==> src/rtl/pipe_stage_buf.sv <==
// pipe_stage_buf: elastic pipeline stage holding up to DEPTH beats of a packed
// stage bundle, with valid/ready handshake, stall/bubble/flush hazard controls
// and a default (NOP) bundle shown whenever the stage is empty.
// Optional build macro: PIPE_STAGE_PERF_EN adds stall/bubble/flush cycle counters.
module pipe_stage_buf #(
    parameter int unsigned WIDTH = 32,
    parameter int unsigned DEPTH = 2
) (
    input  logic                         clk,
    input  logic                         rst_n,
    input  logic                         in_valid,
    output logic                         in_ready,
    input  logic [WIDTH-1:0]             in_data,
    input  logic [WIDTH-1:0]             default_val,
    input  logic                         stall,
    input  logic                         bubble,
    input  logic                         flush,
    output logic                         out_valid,
    input  logic                         out_ready,
    output logic [WIDTH-1:0]             out_data,
    output logic [$clog2(DEPTH+1)-1:0]   count
`ifdef PIPE_STAGE_PERF_EN
    ,
    output logic [31:0]                  stall_cycles,
    output logic [31:0]                  bubble_cycles,
    output logic [31:0]                  flush_cycles
`endif
);

    localparam int unsigned CNT_W = $clog2(DEPTH + 1);
    localparam int unsigned PTR_W = (DEPTH > 1) ? $clog2(DEPTH) : 1;

    logic [WIDTH-1:0] mem_q [DEPTH];
    logic [PTR_W-1:0] rd_ptr_q, rd_ptr_d;
    logic [PTR_W-1:0] wr_ptr_q, wr_ptr_d;
    logic [CNT_W-1:0] count_q, count_d;
    logic             push;
    logic             pop;

    // Handshake and hazard decode; full stage may accept while it pops
    always_comb begin
        out_valid = (count_q != '0);
        in_ready  = !stall && !flush &&
                    ((count_q < CNT_W'(DEPTH)) || (out_ready && (count_q != '0)));
        push      = in_valid && in_ready && !bubble;
        pop       = out_valid && out_ready && !stall && !flush;
        out_data  = out_valid ? mem_q[rd_ptr_q] : default_val;
        count     = count_q;
    end

    // Next pointer/count state; pointers wrap at DEPTH-1 for any DEPTH
    always_comb begin
        rd_ptr_d = rd_ptr_q;
        wr_ptr_d = wr_ptr_q;
        count_d  = count_q;
        if (flush) begin
            rd_ptr_d = '0;
            wr_ptr_d = '0;
            count_d  = '0;
        end else begin
            if (push) begin
                wr_ptr_d = (wr_ptr_q == PTR_W'(DEPTH - 1)) ? '0 : wr_ptr_q + PTR_W'(1);
            end
            if (pop) begin
                rd_ptr_d = (rd_ptr_q == PTR_W'(DEPTH - 1)) ? '0 : rd_ptr_q + PTR_W'(1);
            end
            if (push && !pop) begin
                count_d = count_q + CNT_W'(1);
            end else if (pop && !push) begin
                count_d = count_q - CNT_W'(1);
            end
        end
    end

    // Control state register; reset empties the stage without a clock edge
    always_ff @(posedge clk or negedge rst_n) begin
        if (!rst_n) begin
            rd_ptr_q <= '0;
            wr_ptr_q <= '0;
            count_q  <= '0;
        end else begin
            rd_ptr_q <= rd_ptr_d;
            wr_ptr_q <= wr_ptr_d;
            count_q  <= count_d;
        end
    end

    // Entry storage; contents are don't-care while empty so no reset
    always_ff @(posedge clk) begin
        if (push) begin
            mem_q[wr_ptr_q] <= in_data;
        end
    end

`ifdef PIPE_STAGE_PERF_EN
    logic [31:0] stall_cycles_q, stall_cycles_d;
    logic [31:0] bubble_cycles_q, bubble_cycles_d;
    logic [31:0] flush_cycles_q, flush_cycles_d;

    // Hazard counters follow the flush > stall > bubble priority
    always_comb begin
        stall_cycles_d  = stall_cycles_q;
        bubble_cycles_d = bubble_cycles_q;
        flush_cycles_d  = flush_cycles_q;
        if (flush) begin
            flush_cycles_d = flush_cycles_q + 32'd1;
        end else if (stall) begin
            stall_cycles_d = stall_cycles_q + 32'd1;
        end else if (bubble) begin
            bubble_cycles_d = bubble_cycles_q + 32'd1;
        end
    end

    // Counter registers, wrapping naturally at 2^32
    always_ff @(posedge clk or negedge rst_n) begin
        if (!rst_n) begin
            stall_cycles_q  <= '0;
            bubble_cycles_q <= '0;
            flush_cycles_q  <= '0;
        end else begin
            stall_cycles_q  <= stall_cycles_d;
            bubble_cycles_q <= bubble_cycles_d;
            flush_cycles_q  <= flush_cycles_d;
        end
    end

    assign stall_cycles  = stall_cycles_q;
    assign bubble_cycles = bubble_cycles_q;
    assign flush_cycles  = flush_cycles_q;
`endif

endmodule

==> config.mk <==
export PLATFORM = sky130hd
export DESIGN_NAME = pipe_stage_buf
export DESIGN_NICKNAME = d
export VERILOG_FILES = /design/src/rtl/pipe_stage_buf.sv
export SDC_FILE = /design/constraint.sdc
export NUM_CORES = 1
export LEC_CHECK = 0
export CAP_MARGIN = 5
export CORE_ASPECT_RATIO = 0.75
export CORE_MARGIN = 4
export CORE_UTILIZATION = 30
export DETAILED_ROUTE_END_ITERATION = 16
export PLACE_DENSITY = 0.55
export SETUP_SLACK_MARGIN = 0.05
export SLEW_MARGIN = 20
export SYNTH_ARGS = -nofsm -noshare
export SYNTH_HDL_FRONTEND = slang
export SYNTH_SLANG_ARGS = --single-unit
==> constraint.sdc <==
create_clock -name clk -period 4.8 [get_ports clk]
set_input_delay 1.44 -clock clk [delete_from_list [all_inputs] [get_ports clk]]
set_output_delay 1.44 -clock clk [all_outputs]
set_load 0.02 [all_outputs]
==> metrics <==
outcome=completed; DR pass1 iterations=4; hold path depth=2; leading area contributor after synthesis=edfxtp_1; Max FO, Critical Path=5; Die Ht=just over 90 um; worst clock skew=roughly 6.6 ps; root buf cell=clkbuf_16; max-slew violations=0; fin util=approximately 47%; Syn Inst Count=between 150 and 200; Leak Pwr=~1.4 nW; Post-layout nets=379; sequential cell area fraction in the yosys report=a little over two thirds; Syn Area/Cell=around 14 um2; total grt overflow=0; detailed placement HPWL=around 4100 um; element type at the critical path end=output port; commonest cells in the netlist=edfxtp_1, nor2_1, a21oi_1; #FFs+latches synth=68; vias per cell=~4.3; Buffers on Ports=roughly 110; Routed Antenna Nets=0; clk_lat worst skew=between 300 and 400 ps; H-tree levels=3; Critical Path RT=3360 ps; via count of the routed design=about 1,900; cts repair resizes=0; DIE AREA=approximately 0.011 mm2; All-Layer GR Usage=10.90%; YS warnings=0; pwr dens=~320 mW/mm2; routed wire length=5828 um; Placer Congestion=about 0.73; worst IR drop on VDD=between 0.15 and 0.2 mV; diode count=0; top-count cell post-synth=edfxtp_1; # rows=30; Fmax achieved=235.1 MHz; Synth top area share=roughly two thirds; Crit Path Class=primary input to output port; r2r setup slk=2840 ps; Max Root-Sink Buffers=2; Synth-to-Final Area Change=49.65%; worst-margin pin slew=648.9 ps; Hold Path Class=flip-flop to flip-flop; Post-CTS Setup Inserts=0; multi-input logic area=between 700 and 800 um2; final hold violations=0; Max-slew headroom=a little under three fifths; final setup vio count=0; sequential cell area=0.002023 mm2; unrepaired setup endpoints after global routing=false; Synth Cell Area=between 0.002 and 0.003 mm2; fin crit share=between 80% and 90%; Maximum Capacitance Violations=0; # fillers=between 800 and 900; per-cell routed wire length=between 10 and 15 um; Worst Setup Start Kind=primary input; Die Wd=120.8 um; Sum Neg Setup Slack=0 ps; share of layout cells above drive strength 1=6.070%; reg2reg path depth=4; initial antenna violation count=0; drt initial violations=just over 60; Syn Nets=269; largest net degree at the start of global routing=67; post-layout minimum cycle time=~4300 ps; Post-route DRC=0; Initial Util=a little under a third; first-pass GRT wire length=between 9000 and 10,000 um; CTS tree=done; Synth cell types=18; clock sink count=68; num ports=around 110; clock-pin slew on the worst setup and hold paths=50 ps; hold_buf cts=0; top cells by area, synth=edfxtp_1, mux2i_1, a21oi_1, nor2_1, dfrtp_1; Post-synth EDFFs=64; critical path arrival=2810 ps; core footprint=0.009159 mm2; Most used DFF post-synth=edfxtp_1; CTS Buf Count=9; Post-synth ARST share=about 5.9%; number of global-route vias before repair=about 1,800
==> cells by family after synthesis <==
group | Yosys count | share of synthesized area, %
DFF | 68 | 70.69
muxes | 32 | 11.20
and+or+nand+nor | 47 | 7.174
buffers and inverters | 12 | 3.718
xor gates and xnor gates | 3 | 0.9188
AOI/OAI and AO/OA | 36 | 6.299
==> layout by cell type, fill, tap and decap left out <==
cell / synthesis / layout
clkdlybuf4s50_1: 0 / 106
edfxtp_1: 64 / 64
nor2_1: 38 / 36
a21oi_1: 34 / 34
mux2i_1: 32 / 32
clkbuf_16: 0 / 9
buf_4: 4 / 4
xnor2_1: 3 / 3
clkbuf_1: 0 / 3
clkinv_1: 0 / 3
dfrtp_1: 4 / 3
nand2b_1: 2 / 2
nor2b_1: 2 / 2
nor2_4: 0 / 2
o21ai_0: 2 / 2
or2_4: 0 / 1
and2_1: 1 / 1
inv_1: 1 / 1
nand3_1: 1 / 1
and4bb_2: 1 / 1
nor3b_1: 1 / 1
clkinv_2: 0 / 1
dfrtp_2: 0 / 1
==> report_power, final <==
part	leakage, nW	total (W)	internal [W]	switching [W]
clock	0.123	0.000552	0.000343	0.000210
combinational	0.640	0.000167	0.0000986	0.0000683
sequential	0.632	0.000660	0.000657	0.00000293
total	1.39	0.00138	0.00110	0.000281
==> sequential cells by signal (all words and copies together) (netlist names) <==
| name | flops |
|---|---|
| wr_ptr_q | 1 |
| count | 2 |
| rd_ptr_q | 1 |
| mem_q | 64 |
==> worst max-delay path, cell delays in order <==
cell,delay [ps]
clkdlybuf4s50_1,480
nor2_1,160
and2_1,130
clkdlybuf4s50_1,600
==> through the flow <==
stage	hold slack (ps)	area, um2	total power, W	setup WS (ps)	instances
after floorplan	583.3	2860	0.0007355	1217	198
after global placement	601.7	4025	0.0008376	562.4	425
after detailed placement	600.9	4025	0.0008393	539.8	425
after CTS	611.9	4278	0.001401	535.9	441
after global routing	682.1	4280	0.001441	443.9	441
final	607.4	4280	0.001379	545.7	441
==> final timing paths <==
path	endpoint	startpoint
worst max-delay path	in_ready	flush
worst min-delay path	count[1]	count[0]
worst max register to register	mem_q[1][15]	count[1]
worst min register to register	count[1]	count[0]
max in group asynchronous	rd_ptr_q	rst_n
min in group asynchronous	wr_ptr_q	rst_n
==> layer usage <==
| layer | global-route usage (%) | wire, um | vias to the layer above |
|---|---|---|---|
| met4 | 3.679 | 61 | 0 |
| met2 | 16.04 | 2503 | 70 |
| li1 | - | - | 951 |
| met5 | 0 | 0 | - |
| met1 | 13.64 | 2809 | 855 |
| met3 | 5.922 | 454 | 6 |
==> cell type report <==
cell class	count	area share, %
Timing Repair Buffer	110	25.49
Tap cell	128	3.742
Inverter	1	0.08769
Sequential cell	68	47.27
Clock inverter	4	0.3800
Multi-Input combinational cell	118	17.51
Clock buffer	12	5.525
Note: power is estimated with default switching activity, not from simulation.
